<file path="src/rtl/sccb_arbiter.sv">
// Two-port round-robin arbiter/sequencer in front of the shared i2c_control SCCB master.
// Optional WAIT watchdog is compiled in with `define SCCB_ARB_TIMEOUT_EN.
module sccb_arbiter #(
    parameter int MAX_RETRY   = 2,
    parameter int TIMEOUT_CYC = 2_000_000
) (
    input  logic        Clk,
    input  logic        Rst_n,
    input  logic        p0_req,
    input  logic        p0_rw,
    input  logic [15:0] p0_addr,
    input  logic [7:0]  p0_wrdata,
    output logic        p0_busy,
    output logic        p0_done,
    output logic [7:0]  p0_rddata,
    output logic        p0_err,
    input  logic        p1_req,
    input  logic        p1_rw,
    input  logic [15:0] p1_addr,
    input  logic [7:0]  p1_wrdata,
    output logic        p1_busy,
    output logic        p1_done,
    output logic [7:0]  p1_rddata,
    output logic        p1_err,
    output logic        i2c_wrreg_req,
    output logic        i2c_rdreg_req,
    output logic [15:0] i2c_addr,
    output logic [7:0]  i2c_wrdata,
    input  logic [7:0]  i2c_rddata,
    input  logic        i2c_RW_Done,
    input  logic        i2c_ack,
    output logic        timeout_flag,
    output logic [1:0]  dbg_state
);

    localparam logic [1:0] IDLE  = 2'd0;
    localparam logic [1:0] ISSUE = 2'd1;
    localparam logic [1:0] WAIT  = 2'd2;
    localparam logic [1:0] DONE  = 2'd3;

    localparam logic [2:0]  MAX_R  = 3'(MAX_RETRY);
    localparam logic [23:0] WD_LIM = 24'(TIMEOUT_CYC - 1);

    logic [1:0]       state_q, state_d;
    logic [1:0]       busy_q;
    logic [1:0]       rw_q;
    logic [1:0][15:0] addr_q;
    logic [1:0][7:0]  wrdata_q;
    logic [1:0]       err_q;
    logic [1:0][7:0]  rddata_q;
    logic             owner_q;
    logic             last_grant_q;
    logic [2:0]       retry_q;
    logic [15:0]      bus_addr_q;
    logic [7:0]       bus_wrdata_q;

    logic [1:0]       req_v;
    logic [1:0]       rw_v;
    logic [1:0][15:0] addr_v;
    logic [1:0][7:0]  wrdata_v;
    logic             grant_port;
    logic             retry_now;
    logic             wd_expire;

    assign req_v    = {p1_req, p0_req};
    assign rw_v     = {p1_rw, p0_rw};
    assign addr_v   = {p1_addr, p0_addr};
    assign wrdata_v = {p1_wrdata, p0_wrdata};

    // On a tie the port that did not win the previous tie goes first.
    assign grant_port = (busy_q == 2'b11) ? ~last_grant_q : busy_q[1];
    assign retry_now  = (state_q == WAIT) && i2c_RW_Done && i2c_ack && (retry_q < MAX_R);

    always_comb begin
        state_d = state_q;
        case (state_q)
            IDLE:    if (busy_q != 2'b00) state_d = ISSUE;
            ISSUE:   state_d = WAIT;
            WAIT: begin
                if (i2c_RW_Done)    state_d = retry_now ? ISSUE : DONE;
                else if (wd_expire) state_d = DONE;
            end
            DONE:    state_d = IDLE;
            default: state_d = IDLE;
        endcase
    end

    always_ff @(posedge Clk or negedge Rst_n) begin
        if (!Rst_n) begin
            state_q      <= IDLE;
            busy_q       <= 2'b00;
            rw_q         <= 2'b00;
            addr_q       <= '0;
            wrdata_q     <= '0;
            err_q        <= 2'b00;
            rddata_q     <= '0;
            owner_q      <= 1'b0;
            last_grant_q <= 1'b1;
            retry_q      <= 3'd0;
            bus_addr_q   <= 16'd0;
            bus_wrdata_q <= 8'd0;
        end else begin
            state_q <= state_d;
            for (int n = 0; n < 2; n++) begin
                if (req_v[n] && !busy_q[n]) begin
                    busy_q[n]   <= 1'b1;
                    rw_q[n]     <= rw_v[n];
                    addr_q[n]   <= addr_v[n];
                    wrdata_q[n] <= wrdata_v[n];
                end
            end
            if (state_q == IDLE && busy_q != 2'b00) begin
                owner_q      <= grant_port;
                retry_q      <= 3'd0;
                bus_addr_q   <= addr_q[grant_port];
                bus_wrdata_q <= wrdata_q[grant_port];
                if (busy_q == 2'b11) last_grant_q <= grant_port;
            end
            if (retry_now) retry_q <= retry_q + 3'd1;
            // Results are loaded on entry to DONE so they are valid alongside the done strobe.
            if (state_q == WAIT && state_d == DONE) begin
                err_q[owner_q] <= i2c_RW_Done ? i2c_ack : 1'b1;
                if (i2c_RW_Done && rw_q[owner_q]) rddata_q[owner_q] <= i2c_rddata;
            end
            if (state_q == DONE) busy_q[owner_q] <= 1'b0;
        end
    end

`ifdef SCCB_ARB_TIMEOUT_EN
    logic [23:0] wd_q;
    logic        tflag_q;

    assign wd_expire = (state_q == WAIT) && (wd_q == WD_LIM);

    always_ff @(posedge Clk or negedge Rst_n) begin
        if (!Rst_n) begin
            wd_q    <= 24'd0;
            tflag_q <= 1'b0;
        end else begin
            if (state_q == ISSUE)                wd_q <= 24'd0;
            else if (state_q == WAIT && !wd_expire) wd_q <= wd_q + 24'd1;
            if (wd_expire && !i2c_RW_Done) tflag_q <= 1'b1;
        end
    end

    assign timeout_flag = tflag_q;
`else
    logic unused_cfg;
    assign unused_cfg   = ^WD_LIM;
    assign wd_expire    = 1'b0;
    assign timeout_flag = 1'b0;
`endif

    assign i2c_wrreg_req = (state_q == ISSUE) && !rw_q[owner_q];
    assign i2c_rdreg_req = (state_q == ISSUE) &&  rw_q[owner_q];
    assign i2c_addr      = bus_addr_q;
    assign i2c_wrdata    = bus_wrdata_q;

    assign p0_busy   = busy_q[0];
    assign p1_busy   = busy_q[1];
    assign p0_done   = (state_q == DONE) && !owner_q;
    assign p1_done   = (state_q == DONE) &&  owner_q;
    assign p0_err    = err_q[0];
    assign p1_err    = err_q[1];
    assign p0_rddata = rddata_q[0];
    assign p1_rddata = rddata_q[1];
    assign dbg_state = state_q;

endmodule

</file>
<file path="config.mk">
export PLATFORM = sky130hd
export DESIGN_NAME = sccb_arbiter
export DESIGN_NICKNAME = d
export VERILOG_FILES = /design/src/rtl/sccb_arbiter.sv
export SDC_FILE = /design/constraint.sdc
export NUM_CORES = 1
export LEC_CHECK = 0
export CORE_MARGIN = 5
export CORE_UTILIZATION = 52
export CTS_CLUSTER_DIAMETER = 80
export CTS_CLUSTER_SIZE = 12
export DETAILED_ROUTE_END_ITERATION = 16
export HOLD_SLACK_MARGIN = 0.1
export PLACE_DENSITY = 0.86
export SETUP_SLACK_MARGIN = 0.4
export SLEW_MARGIN = 20
export SYNTH_ARGS = -nofsm -noshare
export SYNTH_HDL_FRONTEND = slang
export SYNTH_SLANG_ARGS = --single-unit
</file>
<file path="constraint.sdc">
create_clock -name Clk -period 2.4 [get_ports Clk]
set_input_delay 0.48 -clock Clk [delete_from_list [all_inputs] [get_ports Clk]]
set_output_delay 0.48 -clock Clk [all_outputs]
set_load 0.02 [all_outputs]
</file>
== Word level (Yosys, flattened, before mapping) ==
Index checks and enable logic that the tools add are counted.
W data, S select, Z words.

* Bits in registers: 101
* Output and inout port bits: 51
* Word-level logic and storage cells: 74

* Add/sub/neg operators: 1
* Magnitude comparators: 4
* Equality and inequality tests: 5
* Multiplexer cells: 23
* Bitwise logic cells: 3
* Reductions and logical operators: 22

{| class="wikitable"
|+ Operator list
! operator !! number
|-
| $mux W16 || 2
|-
| $mux W8 || 3
|-
| $bwmux W16 || 1
|-
| $logic_and A1 B1 Y1 || 13
|-
| $demux W8 S1 || 1
|-
| $eq A2 B2 Y1 const B || 4
|-
| $mux W2 || 4
|-
| $pmux W2 S4 || 1
|-
| $mux W1 || 7
|-
| $mux W3 || 2
|-
| $logic_not A1 Y1 || 4
|-
| $lt A1 B2 Y1 const B || 2
|-
| $reduce_and A2 Y1 || 2
|-
| $reduce_bool A2 Y1 || 2
|-
| $add A3 B1 Y3 const B || 1
|-
| $lt A3 B2 Y1 const B || 1
|-
| $and A2 B2 Y2 || 1
|-
| $bwmux W2 || 1
|-
| $eq A2 B1 Y1 const B || 1
|-
| $logic_not A2 Y1 || 1
|-
| $not A2 Y2 || 1
|-
| $demux W1 S1 || 1
|-
| $ge A1 B1 Y1 const B || 1
|-
| $not A1 Y1 || 1
|}

== Logic depth before layout (Yosys ltp) ==
* Depth in word-level cells: 10
* Depth in mapped cells: 6
* Depth with buffers taken out: 3

== Least setup slack after synthesis ==
Ideal clock, no wire load.

* Path type: reg-to-output
* Start: register state_q[1] (netlist: dbg_state[1])
* End: output i2c_rdreg_req
* Data arrival time: 1.215 ns
* Data required time: 1.920 ns
* Setup slack: 0.705 ns
* Cell stages (with the launch flop): 4
* Path buffers: 1
* Cells stage by stage: dfrtp_1 > buf_4 > or2b_1 > a21oi_1

* Cells in the longest elaborated chain, start to end: 2

{| class="wikitable"
|+ RTL lines
! item !! RTL line !! RTL
|-
| start: declaration || 44 || <nowiki>logic [1:0] state_q, state_d;</nowiki>
|-
| start signal: assignment || 103 || <nowiki>state_q <= state_d;</nowiki>
|-
| $eq A2 B1 Y1 || 155 || <nowiki>assign i2c_rdreg_req = (state_q == ISSUE) && rw_q[owner_q];</nowiki>
|-
| $logic_and A1 B1 Y1 || 155 ||
|-
| end: declaration || 26 || <nowiki>output logic i2c_rdreg_req,</nowiki>
|}

Every way passes these cells.

== Worst setup path after layout ==
* Start: register state_q[1] (netlist: dbg_state[1])
* End: output p0_done

* Cells in the longest elaborated chain, start to end: 2

{| class="wikitable"
|+ RTL lines
! item !! RTL line !! RTL
|-
| $eq A2 B2 Y1 || 161 || <nowiki>assign p0_done = (state_q == DONE) && !owner_q;</nowiki>
|-
| $logic_and A1 B1 Y1 || 161 ||
|-
| end: declaration || 14 || <nowiki>output logic p0_done,</nowiki>
|}

Every way passes these cells.

==> flow_metrics.tcl <==
set metrics [dict create \
    status "finished, final reports clean" \
    timing.rr.end "i2c_wrdata[5]" \
    start_util_pct 53.8 \
    clock-root-buffer "clkbuf_8" \
    ys_seq_elements 101 \
    hold_class "register to register" \
    grt_start_max_net_pins 41 \
    clk_pin_slew_ns 0.09 \
    synth_top_area_share_pct 59.9 \
    cts_tree "yes" \
    p_clk_share_pct 12.9 \
    synthArstFlopShare_pct 100 \
    syn-cell-area_um2 4180 \
    multi_input_area_um2 1560 \
    grt_pass1_vias 3082 \
    r2r_slack_ns 0.69 \
    p_seq_share_pct 40.7 \
    nets 485 \
    drtIter0Drc 106 \
    routedWlPerCell_um 18.2 \
    core-area_um2 7770 \
    critPathSlowestCell "dfrtp_2" \
    io_pins 115 \
    grt_pass1_wl_mm 15.9 \
    reg2regPathDepth 4 \
    row_count 32 \
    worstSkewPairLatency_ns 0.36 \
    dr.pass1.iters 4 \
    grt-ovfl-total 0 \
    die_x_um 99.6 \
    via_per_inst 5.37 \
    die_h_um 99.6 \
    max_freq_ghz 0.525 \
    end_kind "primary output" \
    crit_path_end "p0_done" \
    syn2layout_area_growth_pct 34.8 \
    clock-sinks 101 \
    synth.area.top_cells "dfrtp_1 (60%), mux2_2 (18%), mux2i_1 (6.0%)" \
    postRouteAntennaNets 0 \
    synth-edff-count 0 \
    dp_hpwl_mm 6.81 \
    start_kind "register" \
    yosys_warnings 0 \
    ys.flop_type "dfrtp_1" \
    grt_util_all_layers_pct 20.5 \
    ys_seq_area_share_pct 60.5 \
    dieArea_um2 9920 \
    leakage_nw 2.42 \
    port_buffers 113 \
    drive_above_1_share_pct 26.4 \
    wl_met1_mm 4.25 \
    p_sw_w 0.00278 \
    routed_wirelength_mm 9.57 \
    met3_length_um 651 \
    fin_tns_setup_ns 0 \
    setup-violations-final 0 \
    met2WireLength_mm 4.55 \
    p_comb_share_pct 46.4 \
    routed.top_layer "met4" \
    syn_inst 302 \
    internal_power_w 0.00474 \
    clock_path_buffers 2 \
    r2r-start "dbg_state[1]" \
    vias 2825 \
    worstPathMaxFanout 5 \
    swShare_pct 37.0 \
    crit_type "register to primary output" \
    nFillCells 534 \
    crit_buf_inv 2 \
    skew_ns 0.0129 \
    slowest_delay_ns 0.41 \
    seq_area_um2 2530 \
    critPathRequiredTime_ns 1.92 \
    yosysUniqueCellTypes 31 \
    antenna_cells 0 \
    relSlewSlack_pct 45.0 \
    final-hold-violation-count 0 \
    maxCapViolCount 0 \
    p_per_area_nw_per_um2 1340 \
    worst_slew_pin_slew_ns 0.826 \
    gp_congestion 0.797 \
    synth_top_cell_by_area "dfrtp_1" \
    power_w 0.00752 \
    path_cells "buf_4, nand2_1, nor2_1, dlygate4sd2_1" \
    drc 0 \
    path_depth 4 \
    syn_nets 367 \
    yosys-top-cells-count "dfrtp_1 (100), mux2_2 (68), o21ai_0 (47)" \
    post-route-period-util_pct 79.4 \
    slew_violations 0 \
    peakVddDrop_mv 0.756 \
    cpLargestDelayFamily "buffers and inverters" \
    cts_made_buffers 9 \
    yosys.cell_count.top_type "dfrtp_1" \
    rsz0062_at_grt "no" \
    startpoint "dbg_state[1]" \
    worst_ep_arrival_time_ns 1.43 \
    h-tree-depth 3 \
    fin_crit_ns 1.91 \
    grt_antenna_before_repair 0 \
    avgSynthCellArea_um2 13.8 \
]
## registers in the layout, summed over array words and instances (netlist names)
name / flops
wrdata_q: 16
i2c_addr: 16
busy_q: 2
dbg_state: 2
retry_q: 3
owner_q: 1
rw_q: 2
i2c_wrdata: 8
last_grant_q: 1
p1_rddata: 8
addr_q: 32
err_q: 2
p0_rddata: 8
## power groups by stage
stage / sequential [W] / combinational, W / clock, W
after global routing: 0.00317 / 0.00379 / 0.00105
after detailed placement: 0.00310 / 0.00350 / 0
after global placement: 0.00305 / 0.00339 / 0
after floorplan: 0.00337 / 0.00180 / 0
after CTS: 0.00306 / 0.00352 / 0.000988
final: 0.00306 / 0.00349 / 0.000972
## what timing repair did
action / CTS / global route
hold buffers: 1 / 0
hold endpoints to repair: 31 / 0
buffers inserted: 2 / 1
resized for setup: 12 / 5
setup endpoints to repair: 7 / 2
## stage by stage
stage	hold slack (ns)	util (%)	cell area (µm²)	instances	setup slack [ns]
after floorplan	0.184	-	4180	302	0.705
after global placement	0.455	70.0	5440	507	0.343
after detailed placement	0.463	70.0	5440	507	0.259
after CTS	0.515	72.5	5630	525	0.356
after global routing	0.526	72.5	5630	526	0.411
final	0.513	72.5	5630	526	0.495
## cells by family (layout without fill, tap and decap cells)
group                      Yosys count  after routing  share of synthesized area, %
DFF                                101            101                          60.5
muxes                               93             93                          24.3
AOI/OAI and AO/OA                   58             58                          7.31
and+or+nand+nor                     29             29                          4.73
buffers and inverters               18            140                          2.49
adders and majority gates            1              1                         0.300
other                                1              1                        0.0898
xor gates and xnor gates             1              1                         0.210
## layer usage
| metal | global-route usage (%) | up-vias |
|---|---|---|
| li1 | - | 1304 |
| met1 | 26.9 | 1407 |
| met2 | 33.6 | 102 |
| met3 | 4.98 | 12 |
| met4 | 6.83 | 0 |
| met5 | 0 | - |
## final cells by class
cell class	instances	share of cell area [%]
Timing Repair Buffer	125	22.0
Tap cell	102	2.27
Sequential cell	101	45.0
Clock inverter	6	0.822
Clock buffer	9	2.20
Multi-Input combinational cell	183	27.7
## worst min-delay path by stage
| stage | startpoint | to | depth (start not counted) | slack (ns) |
|---|---|---|---|---|
| floorplan | Rst_n | addr_q[0] | 0 | 0.18 |
| global placement | Rst_n | err_q[0] | 1 | 0.45 |
| detailed placement | Rst_n | err_q[1] | 1 | 0.46 |
| CTS | addr_q[11] | addr_q[11] | 1 | 0.52 |
| global route | p1_rddata[4] | p1_rddata[4] | 1 | 0.53 |
| finish | addr_q[11] | addr_q[11] | 1 | 0.51 |
## cell usage in the layout (no fill, tap or decap), types with 3 or more instances in the layout
master,count
clkdlybuf4s50_1,105
dfrtp_1,97
mux2_2,68
o21ai_0,47
mux2i_1,25
clkbuf_8,9
nor2_1,8
buf_4,8
o21ai_1,5
dlygate4sd2_1,5
nand2_1,3
dfrtp_2,3
buf_12,3
## worst register-to-register path, delay by kind of cell (launching register included)
family                 cells  cell delay [ns]
AOI/OAI and AO/OA          2             0.47
buffers and inverters      1             0.15
DFF                        1             0.44
and+or+nand+nor            1             0.52
(Power assumes the default switching activity.)
